File: config.mk
export PLATFORM = sky130hd
export DESIGN_NAME = l1_dcache_flat
export DESIGN_NICKNAME = d
export VERILOG_FILES = /design/src/rtl/l1_dcache_pkg.sv /design/src/rtl/l1_dcache_if.sv /design/src/rtl/l1_dcache_control.sv /design/src/rtl/l1_dcache.sv /design/src/flat_wrapper.sv
export SDC_FILE = /design/constraint.sdc
export NUM_CORES = 1
export LEC_CHECK = 0
export BUFFER_PORTS_ARGS = -buffer_cell sky130_fd_sc_hd__buf_2
export CELL_PAD_IN_SITES_DETAIL_PLACEMENT = 1
export CELL_PAD_IN_SITES_GLOBAL_PLACEMENT = 2
export CORE_ASPECT_RATIO = 1.4
export CORE_UTILIZATION = 49
export DETAILED_ROUTE_END_ITERATION = 10
export GPL_TIMING_DRIVEN = 1
export PLACE_DENSITY_LB_ADDON = 0.1
export SLEW_MARGIN = 0
export SYNTH_ARGS = -nofsm -noshare
export SYNTH_HDL_FRONTEND = slang
export SYNTH_SLANG_ARGS = --single-unit
File: constraint.sdc
create_clock -name clk -period 25.7 [get_ports clk]
set_input_delay 5.14 -clock clk [delete_from_list [all_inputs] [get_ports clk]]
set_output_delay 5.14 -clock clk [all_outputs]
set_load 0.05 [all_outputs]
File: src/rtl/l1_dcache_pkg.sv
// Shared types for the L1 data cache: line/word types, FSM states and the byte-merge helper.
package l1_dcache_pkg;

  typedef logic [15:0]  lc3b_word;
  typedef logic [1:0]   lc3b_mem_wmask;
  typedef logic [127:0] lc3b_c_line;
  typedef logic [3:0]   lc3b_c_offset;

  localparam int unsigned WORDS_PER_LINE = 8;

  typedef enum logic [1:0] {
    S_IDLE,
    S_WRITEBACK,
    S_ALLOCATE
  } cache_state_t;

  // Byte-granular write of one 16-bit word into a 128-bit line.
  function automatic lc3b_c_line merge_bytes(lc3b_c_line line, logic [2:0] word,
                                             lc3b_word wdata, lc3b_mem_wmask be);
    lc3b_c_line result;
    result = line;
    if (be[0]) result[{word, 4'd0} +: 8] = wdata[7:0];
    if (be[1]) result[{word, 4'd8} +: 8] = wdata[15:8];
    return result;
  endfunction

endpackage

File: src/rtl/l1_dcache_if.sv
// CPU data port and physical-memory port of the L1 data cache, bundled as one interface.
interface l1_dcache_if;
  import l1_dcache_pkg::*;

  lc3b_word      mem_address;
  logic          mem_read;
  logic          mem_write;
  lc3b_mem_wmask mem_byte_enable;
  lc3b_word      mem_wdata;
  lc3b_word      mem_rdata;
  logic          mem_resp;

  lc3b_word      pmem_address;
  logic          pmem_read;
  logic          pmem_write;
  lc3b_c_line    pmem_wdata;
  lc3b_c_line    pmem_rdata;
  logic          pmem_resp;

  modport slave (
    input  mem_address, mem_read, mem_write, mem_byte_enable, mem_wdata,
    input  pmem_rdata, pmem_resp,
    output mem_rdata, mem_resp,
    output pmem_address, pmem_read, pmem_write, pmem_wdata
  );

  modport master (
    output mem_address, mem_read, mem_write, mem_byte_enable, mem_wdata,
    output pmem_rdata, pmem_resp,
    input  mem_rdata, mem_resp,
    input  pmem_address, pmem_read, pmem_write, pmem_wdata
  );

endinterface

File: src/rtl/l1_dcache_control.sv
// Cache controller FSM: hit detection in IDLE, dirty-line writeback, then line fill.
module l1_dcache_control
  import l1_dcache_pkg::*;
(
  input  logic clk,
  input  logic reset,
  input  logic req,
  input  logic write_req,
  input  logic hit,
  input  logic line_dirty,
  input  logic pmem_resp,
  output logic mem_resp,
  output logic pmem_read,
  output logic pmem_write,
  output logic load_line,
  output logic load_tag,
  output logic set_dirty,
  output logic clr_dirty,
  output logic set_valid
);

  cache_state_t state, state_next;

  always_ff @(posedge clk) begin
    if (reset) state <= S_IDLE;
    else       state <= state_next;
  end

  // A request arriving while reset is asserted must not complete or mark the line dirty.
  always_comb begin
    state_next = state;
    mem_resp   = 1'b0;
    pmem_read  = 1'b0;
    pmem_write = 1'b0;
    load_line  = 1'b0;
    load_tag   = 1'b0;
    set_dirty  = 1'b0;
    clr_dirty  = 1'b0;
    set_valid  = 1'b0;
    unique case (state)
      S_IDLE: begin
        if (req && !reset) begin
          if (hit) begin
            mem_resp  = 1'b1;
            set_dirty = write_req;
          end else if (line_dirty) begin
            state_next = S_WRITEBACK;
          end else begin
            state_next = S_ALLOCATE;
          end
        end
      end
      S_WRITEBACK: begin
        pmem_write = 1'b1;
        if (pmem_resp) begin
          clr_dirty  = 1'b1;
          state_next = S_ALLOCATE;
        end
      end
      S_ALLOCATE: begin
        pmem_read = 1'b1;
        if (pmem_resp) begin
          load_line  = 1'b1;
          load_tag   = 1'b1;
          set_valid  = 1'b1;
          clr_dirty  = 1'b1;
          state_next = S_IDLE;
        end
      end
      default: state_next = S_IDLE;
    endcase
  end

endmodule

File: src/rtl/l1_dcache.sv
// Direct-mapped, write-back, write-allocate L1 data cache with 128-bit lines.
module l1_dcache
  import l1_dcache_pkg::*;
#(
  parameter int NUM_SETS = 8
) (
  input logic       clk,
  input logic       reset,
  l1_dcache_if.slave bus
);

  localparam int IDX   = $clog2(NUM_SETS);
  localparam int TAG_W = 16 - 4 - IDX;

  logic [IDX-1:0]   idx;
  logic [TAG_W-1:0] tag;
  logic [2:0]       word;
  logic             unused_addr_bit;

  lc3b_c_line       data_array [NUM_SETS];
  logic [TAG_W-1:0] tag_array  [NUM_SETS];
  logic [NUM_SETS-1:0] valid;
  logic [NUM_SETS-1:0] dirty;

  lc3b_c_line       cur_line;
  logic [TAG_W-1:0] cur_tag;
  logic             hit;

  logic load_line, load_tag, set_dirty, clr_dirty, set_valid;

  assign idx             = bus.mem_address[4 +: IDX];
  assign tag             = bus.mem_address[15 -: TAG_W];
  assign word            = bus.mem_address[3:1];
  assign unused_addr_bit = bus.mem_address[0];

  assign cur_line = data_array[idx];
  assign cur_tag  = tag_array[idx];
  assign hit      = valid[idx] && (cur_tag == tag);

  l1_dcache_control control (
    .clk        (clk),
    .reset      (reset),
    .req        (bus.mem_read | bus.mem_write),
    .write_req  (bus.mem_write),
    .hit        (hit),
    .line_dirty (dirty[idx]),
    .pmem_resp  (bus.pmem_resp),
    .mem_resp   (bus.mem_resp),
    .pmem_read  (bus.pmem_read),
    .pmem_write (bus.pmem_write),
    .load_line  (load_line),
    .load_tag   (load_tag),
    .set_dirty  (set_dirty),
    .clr_dirty  (clr_dirty),
    .set_valid  (set_valid)
  );

  // Data and tag storage carry no reset; validity alone decides whether contents are used.
  always_ff @(posedge clk) begin
    if (load_line)      data_array[idx] <= bus.pmem_rdata;
    else if (set_dirty) data_array[idx] <= merge_bytes(cur_line, word, bus.mem_wdata,
                                                       bus.mem_byte_enable);
    if (load_tag) tag_array[idx] <= tag;
  end

  always_ff @(posedge clk) begin
    if (reset) begin
      valid <= '0;
      dirty <= '0;
    end else begin
      if (set_valid) valid[idx] <= 1'b1;
      if (set_dirty)      dirty[idx] <= 1'b1;
      else if (clr_dirty) dirty[idx] <= 1'b0;
    end
  end

  // Writeback targets the resident line's address; fills target the requested one.
  assign bus.mem_rdata    = cur_line[{word, 4'd0} +: 16];
  assign bus.pmem_wdata   = cur_line;
  assign bus.pmem_address = bus.pmem_write ? {cur_tag, idx, 4'h0} : {tag, idx, 4'h0};

endmodule

File: src/flat_wrapper.sv
// flat-port wrapper written by rule: the top's interface ports become plain ports
module l1_dcache_flat import l1_dcache_pkg::*;
#(
  parameter int NUM_SETS = 8
)
  (clk, reset, bus_mem_address, bus_mem_read, bus_mem_write, bus_mem_byte_enable, bus_mem_wdata, bus_pmem_rdata, bus_pmem_resp, bus_mem_rdata, bus_mem_resp, bus_pmem_address, bus_pmem_read, bus_pmem_write, bus_pmem_wdata);
  l1_dcache_if bus_i ();
  input logic clk;
  input logic reset;
  input wire logic [$bits(bus_i.mem_address)-1:0] bus_mem_address;
  input wire logic [$bits(bus_i.mem_read)-1:0] bus_mem_read;
  input wire logic [$bits(bus_i.mem_write)-1:0] bus_mem_write;
  input wire logic [$bits(bus_i.mem_byte_enable)-1:0] bus_mem_byte_enable;
  input wire logic [$bits(bus_i.mem_wdata)-1:0] bus_mem_wdata;
  input wire logic [$bits(bus_i.pmem_rdata)-1:0] bus_pmem_rdata;
  input wire logic [$bits(bus_i.pmem_resp)-1:0] bus_pmem_resp;
  output wire logic [$bits(bus_i.mem_rdata)-1:0] bus_mem_rdata;
  output wire logic [$bits(bus_i.mem_resp)-1:0] bus_mem_resp;
  output wire logic [$bits(bus_i.pmem_address)-1:0] bus_pmem_address;
  output wire logic [$bits(bus_i.pmem_read)-1:0] bus_pmem_read;
  output wire logic [$bits(bus_i.pmem_write)-1:0] bus_pmem_write;
  output wire logic [$bits(bus_i.pmem_wdata)-1:0] bus_pmem_wdata;
  assign bus_i.mem_address = bus_mem_address;
  assign bus_i.mem_read = bus_mem_read;
  assign bus_i.mem_write = bus_mem_write;
  assign bus_i.mem_byte_enable = bus_mem_byte_enable;
  assign bus_i.mem_wdata = bus_mem_wdata;
  assign bus_i.pmem_rdata = bus_pmem_rdata;
  assign bus_i.pmem_resp = bus_pmem_resp;
  assign bus_mem_rdata = bus_i.mem_rdata;
  assign bus_mem_resp = bus_i.mem_resp;
  assign bus_pmem_address = bus_i.pmem_address;
  assign bus_pmem_read = bus_i.pmem_read;
  assign bus_pmem_write = bus_i.pmem_write;
  assign bus_pmem_wdata = bus_i.pmem_wdata;
  l1_dcache #(.NUM_SETS(NUM_SETS)) u_core (.clk(clk), .reset(reset), .bus(bus_i));
endmodule
==> results of run 1 <==
==> power by group <==
group          leakage, nW  internal (mW)  switching [mW]
Combinational         7.38          0.125           0.339
Sequential            10.0           2.02         0.00531
Clock                 1.63          0.849           0.682
==> cell type report <==
type	instances	area share
Multi-Input combinational cell	1471	0.241
Tap cell	1224	0.0285
Clock buffer	133	0.0522
Clock inverter	60	0.00931
Sequential cell	1114	0.619
Inverter	80	0.00561
Timing Repair Buffer	410	0.0446
==> Yosys cell counts, types with 4 or more instances <==
master and count:
a221oi_1 131, clkbuf_1 94, a211oi_1 8, mux2i_1 138
a221o_1 4, mux2_2 93, a22oi_1 50, edfxtp_1 1096
o21ai_0 99, nand2_1 236, and2_1 6, mux2_4 120
buf_2 48, buf_8 10, ha_1 9, o221ai_1 9
nand3_1 24, a21oi_1 119, buf_1 20, mux4_2 115
o211ai_1 5, inv_1 77, xnor2_1 5, nor3_1 10
o31ai_1 11, a22o_1 53, nor2_1 82, o22ai_1 55
buf_4 29, nor2b_1 7, a31oi_1 20, o21bai_1 5
o22a_1 22, dfxtp_1 18
==> path summary, 6_finish.rpt <==
check / end / slack (ns) / cells after the start
worst max-delay path: bus_mem_rdata[13] / 10.86 / 11
worst min-delay path: u_core.valid[4] / 0.48 / 2
worst max register to register: u_core.data_array[2][3] / 20.27 / 10
worst min register to register: u_core.valid[4] / 0.48 / 2
==> registers in the layout, indices dropped and copies added, names as in the netlist, named ones only <==
register,flops
u_core.data_array,1024
u_core.tag_array,72
u_core.valid,8
u_core.control.state,2
==> cell families after synthesis <==
family          share of synthesized area
buf+inv                            0.0289
other cells                     0.0000791
simple gates                       0.0332
fa+ha+maj                         0.00238
mux                                 0.144
xor+xnor                          0.00129
compound gates                     0.0880
flops                               0.702
==> stage by stage <==
stage           util  hold WS [ns]  power [mW]  cells
2_1_floorplan      -         0.435        2.35   2869
3_3_place_gp   0.528         0.450        2.51   4299
4_1_cts        0.563         0.478        4.03   4492
5_1_grt        0.563         0.513        4.11   4492
3_5_place_dp   0.528         0.463        2.52   4299
6_report       0.563         0.478        4.02   4492
==> critical path, delay by kind of cell <==
| family | cells | cell delay, ns |
|---|---|---|
| simple gates | 2 | 0.26 |
| compound gates | 3 | 1.41 |
| mux | 1 | 0.45 |
| buf+inv | 5 | 2.10 |
==> metal layers <==
metal	wire (microns)	GRT usage	vias to the layer above
met2	79400	0.548	1538
met4	9300	0.178	12
met3	13300	0.0505	342
li1	-	-	12101
met5	74	0	-
met1	64300	0.447	15839
==> results.sh, run 1 <==
export IMPL_io_buffers=324
export IMPL_ys_flop_type="edfxtp_1"
export IMPL_finalSetupTns_ns=0
export IMPL_synthArstFlopShare=0
export IMPL_setup_violations=0
export IMPL_final_cell_area_sq_um=53800
export IMPL_synth_warnings=0
export IMPL_crit_chain="buf_8 -> buf_4 -> buf_12 -> and2_1 -> buf_4 -> a21oi_1 -> o221ai_1 -> mux4_2 -> nor2_1 -> a21oi_1 -> buf_2"
export IMPL_hold_buffers=0
export IMPL_outcome="completed"
export IMPL_slew_violations=0
export IMPL_synthTopCellsByArea="edfxtp_1 69%, mux4_2 5.5%, mux2_4 3.8%"
export IMPL_routed_via_count=29832
export IMPL_period_share=0.577
export IMPL_die_area_sq_um=98000
export IMPL_syn_instance_count=2866
export IMPL_drtIter0Drc=3129
export IMPL_synth_top_cell_area_share=0.695
export IMPL_syn_avg_cell_area_sq_um=16.5
export IMPL_dp_slack_ns=11.05
export IMPL_min_path_type="reg2reg"
export IMPL_grt_pass1_wl_microns=232000
export IMPL_end_kind="primary output"
export IMPL_place_area_sq_um=50500
export IMPL_num_rows=134
export IMPL_finalHoldViolCount=0
export IMPL_startpoint="bus_mem_address[4]"
export IMPL_synth_edf_count=1096
export IMPL_wire_per_inst_microns=37.0
export IMPL_grt_ovfl_total=0
export IMPL_final_cell_mix="1096 x edfxtp_1, 320 x buf_2, 236 x nand2_1, 138 x mux2i_1, 131 x a221oi_1"
export IMPL_finalCriticalPeriod_ns=14.84
export IMPL_routed_wl_microns=166000
export IMPL_clkTransAtPathRegs_ns=0.06
export IMPL_grt_max_degree=112
export IMPL_antenna_left=0
export IMPL_fin_ws_ns=10.86
export IMPL_drive_above_1_share=0.281
export IMPL_worstMarginPinSlew_ns=1.25
export IMPL_hp_start="u_core.valid[4]"
export IMPL_required_ns=20.56
export IMPL_drc=0
export IMPL_clkLatencyLatePin_ns=0.71
export IMPL_grt_pass1_vias=30463
export IMPL_ctsResizeCount=0
export IMPL_h_tree_depth=3
export IMPL_antenna_found_initial=13
export IMPL_fillers=8800
export IMPL_dp_hpwl_microns=102000
export IMPL_grtUsageTotal=0.339
export IMPL_ir_drop_mv=0.0621
export IMPL_first_pass_iters=5
export IMPL_n_antenna_cell=0
export IMPL_powerDensity_nw_per_um2=74.7
export IMPL_nets=3356
export IMPL_synth_seq_cells=1114
export IMPL_cap_violations=0
export IMPL_postCtsSetupBuffers=0
export IMPL_clk_path_buf_depth=3
export IMPL_multi_input_area_sq_um=13000
export IMPL_numCtsBuffers=103
export IMPL_final_common_cell="edfxtp_1"
export IMPL_skew_ns=0.0226
export IMPL_crit_arrival_ns=9.70
export IMPL_syn_area_sq_um=47400
export IMPL_gp_congestion=0.834
export IMPL_root_buffer="clkbuf_16"
export IMPL_clkSinkCount=1114
export IMPL_slowest_delay_ns=0.96
export IMPL_leakage_nw=19.0
export IMPL_register_area_sq_um=33300
export IMPL_area_growth_pct=13.5
export IMPL_viasPerCell=6.64
export IMPL_crit_slowest_cell="o221ai_1"
export IMPL_dieHeight_microns=370
export IMPL_critPathLaunchType="primary input"
export IMPL_pin_count=330
export IMPL_max_slew_margin=0.167
export IMPL_yosysSeqAreaShare=0.702
export IMPL_yosysTopAreaCell="edfxtp_1"
export IMPL_cts_tree="yes"
export IMPL_initial_utilization=0.496
export IMPL_rsz0062_at_grt="false"
export IMPL_core_area_sq_um=95600
export IMPL_die_w_microns=265
export IMPL_worstPathMaxFanout=90
export IMPL_r2r_start="u_core.tag_array[5][2]"
export IMPL_path_class="in2out"
export IMPL_max_freq_mhz=67.4
export IMPL_yosysUniqueCellTypes=56
No activity file was read; power rests on OpenSTA's default activity.
==> inputs of run 2 (changes only) <==
CORE_UTILIZATION = 41   (was 49)
clock period = 12.7 ns   (was 25.7 ns; I/O delays follow)
==> results.sh, run 2 (synthesized netlist as in run 1, its figures left out) <==
export IMPL_clkSinkCount=1114
export IMPL_die_w_microns=289
export IMPL_crit_slowest_cell="buf_4"
export IMPL_clkTransAtPathRegs_ns=0.07
export IMPL_grt_ovfl_total=0
export IMPL_required_ns=10.16
export IMPL_numCtsBuffers=111
export IMPL_crit_arrival_ns=6.93
export IMPL_dp_hpwl_microns=109000
export IMPL_wire_per_inst_microns=36.8
export IMPL_cap_violations=0
export IMPL_dp_slack_ns=3.25
export IMPL_leakage_nw=19.2
export IMPL_period_share=0.746
export IMPL_drtIter0Drc=2826
export IMPL_largestRegisters="u_core.data_array (1024), u_core.tag_array (72), u_core.valid (8)"
export IMPL_clk_path_buf_depth=3
export IMPL_hold_buffers=0
export IMPL_largest_register="u_core.data_array"
export IMPL_min_path_type="reg2reg"
export IMPL_path_class="in2out"
export IMPL_grt_pass1_vias=30327
export IMPL_final_common_cell="edfxtp_1"
export IMPL_antenna_left=0
export IMPL_sw_frac_of_total=0.255
export IMPL_clockPowerShare=0.392
export IMPL_crit_family="buffers and inverters"
export IMPL_finalHoldViolCount=0
export IMPL_worstPathMaxFanout=75
export IMPL_slew_violations=0
export IMPL_cp_num_buf_inv=5
export IMPL_gp_congestion=0.804
export IMPL_clkLatencyLatePin_ns=0.71
export IMPL_initial_utilization=0.414
export IMPL_crit_chain="buf_8 -> buf_4 -> nor2b_4 -> buf_4 -> a21oi_1 -> a21oi_1 -> a221oi_1 -> buf_4 -> mux4_2 -> a21oi_1 -> buf_2"
export IMPL_fin_hold_ws_ns=0.468
export IMPL_grtUsageTotal=0.299
export IMPL_final_cell_area_sq_um=54400
export IMPL_setup_violations=0
export IMPL_slowest_delay_ns=0.72
export IMPL_num_rows=147
export IMPL_finalCriticalPeriod_ns=9.47
export IMPL_die_area_sq_um=117000
export IMPL_fin_ws_ns=3.23
export IMPL_outcome="completed"
export IMPL_ir_drop_mv=0.126
export IMPL_switching_power_mw=2.12
export IMPL_io_buffers=324
export IMPL_skew_ns=0.0259
export IMPL_final_cell_mix="1096 x edfxtp_1, 320 x buf_2, 236 x nand2_1, 138 x mux2i_1, 131 x a221oi_1"
export IMPL_rsz0062_at_grt="false"
export IMPL_core_area_sq_um=115000
export IMPL_routed_wl_microns=176000
export IMPL_viasPerCell=6.19
export IMPL_pin_count=330
export IMPL_finalPower_mw=8.30
export IMPL_root_buffer="clkbuf_16"
export IMPL_largest_reg_flops=1024
export IMPL_nets=3371
export IMPL_antenna_found_initial=16
export IMPL_drive_above_1_share=0.281
export IMPL_comb_power_share=0.115
export IMPL_powerDensity_nw_per_um2=153
export IMPL_ctsResizeCount=0
export IMPL_h_tree_depth=3
export IMPL_seq_power_share=0.493
export IMPL_routed_via_count=29591
export IMPL_dieHeight_microns=404
export IMPL_worstMarginPinSlew_ns=1.27
export IMPL_cts_tree="yes"
export IMPL_critPathLaunchType="primary input"
export IMPL_max_slew_margin=0.150
export IMPL_drc=0
export IMPL_postCtsSetupBuffers=0
export IMPL_fillers=10989
export IMPL_end_kind="primary output"
export IMPL_power_internal_mw=6.19
export IMPL_max_freq_mhz=106
export IMPL_place_area_sq_um=50900
export IMPL_first_pass_iters=5
export IMPL_n_antenna_cell=0
export IMPL_area_growth_pct=14.8
export IMPL_grt_max_degree=129
export IMPL_grt_pass1_wl_microns=241000
-- run 2: cell types whose count changed in the layout (fill, tap and decap cells not counted), sizes merged --
cell      delta
buf          +7
clkbuf       +7
clkinv       +3
bufinv       +2
clkinvlp     -1
inv          +1
-- run 2: worst paths after layout --
path         cells past startpoint                   endpoint  slack, ns                   start
max                             11          bus_mem_rdata[11]       3.23      bus_mem_address[4]
min                              1            u_core.valid[0]       0.47         u_core.valid[0]
max reg2reg                     10  u_core.data_array[1][108]       8.22  u_core.tag_array[7][2]
min reg2reg                      1            u_core.valid[0]       0.47         u_core.valid[0]
-- run 2: stage by stage --
stage                util  std cells  setup TNS [ns]
finish              0.475       4777               0
global route        0.475       4777               0
CTS                 0.475       4777               0
detailed placement  0.444       4572               0
global placement    0.444       4572               0
floorplan               -       2869        -1141.88
-- run 2: layer usage --
metal  part of all wire  routed length [microns]  track usage  up-vias
met1               0.40                    69600        0.393    15827
li1                   -                        -            -    12118
met5            0.00071                      125            0        -
met3              0.070                    12300       0.0428      263
met4              0.039                     6900        0.116       22
met2               0.49                    87000        0.500     1361
-- run 2: worst reg2reg max path, delay by kind of cell, from the launching register on --
| kind | cells | cell delay [ns] |
|---|---|---|
| multiplexers | 2 | 0.70 |
| buffers and inverters | 3 | 1.80 |
| XOR/XNOR | 1 | 0.31 |
| AO/OA/AOI/OAI | 2 | 0.41 |
| AND/OR/NAND/NOR | 2 | 0.46 |
| flip-flops | 1 | 0.37 |
-- run 2: layout make-up --
type	count	area (sq um)	area share
Multi-Input combinational cell	1471	13000	0.238
Tap cell	1490	1860	0.0343
Inverter	80	303	0.00557
Timing Repair Buffer	417	2450	0.0451
Sequential cell	1114	33300	0.612
Clock inverter	65	564	0.0104
Clock buffer	140	2970	0.0546
-- run 2: power by group through the flow --
stage / registers [mW] / clock network [mW] / logic (mW)
after detailed placement: 4.17 / 0 / 0.954
final: 4.10 / 3.25 / 0.956
after CTS: 4.10 / 3.29 / 0.957
after global placement: 4.17 / 0 / 0.941
after global routing: 4.10 / 3.40 / 0.988
after floorplan: 4.18 / 0 / 0.564
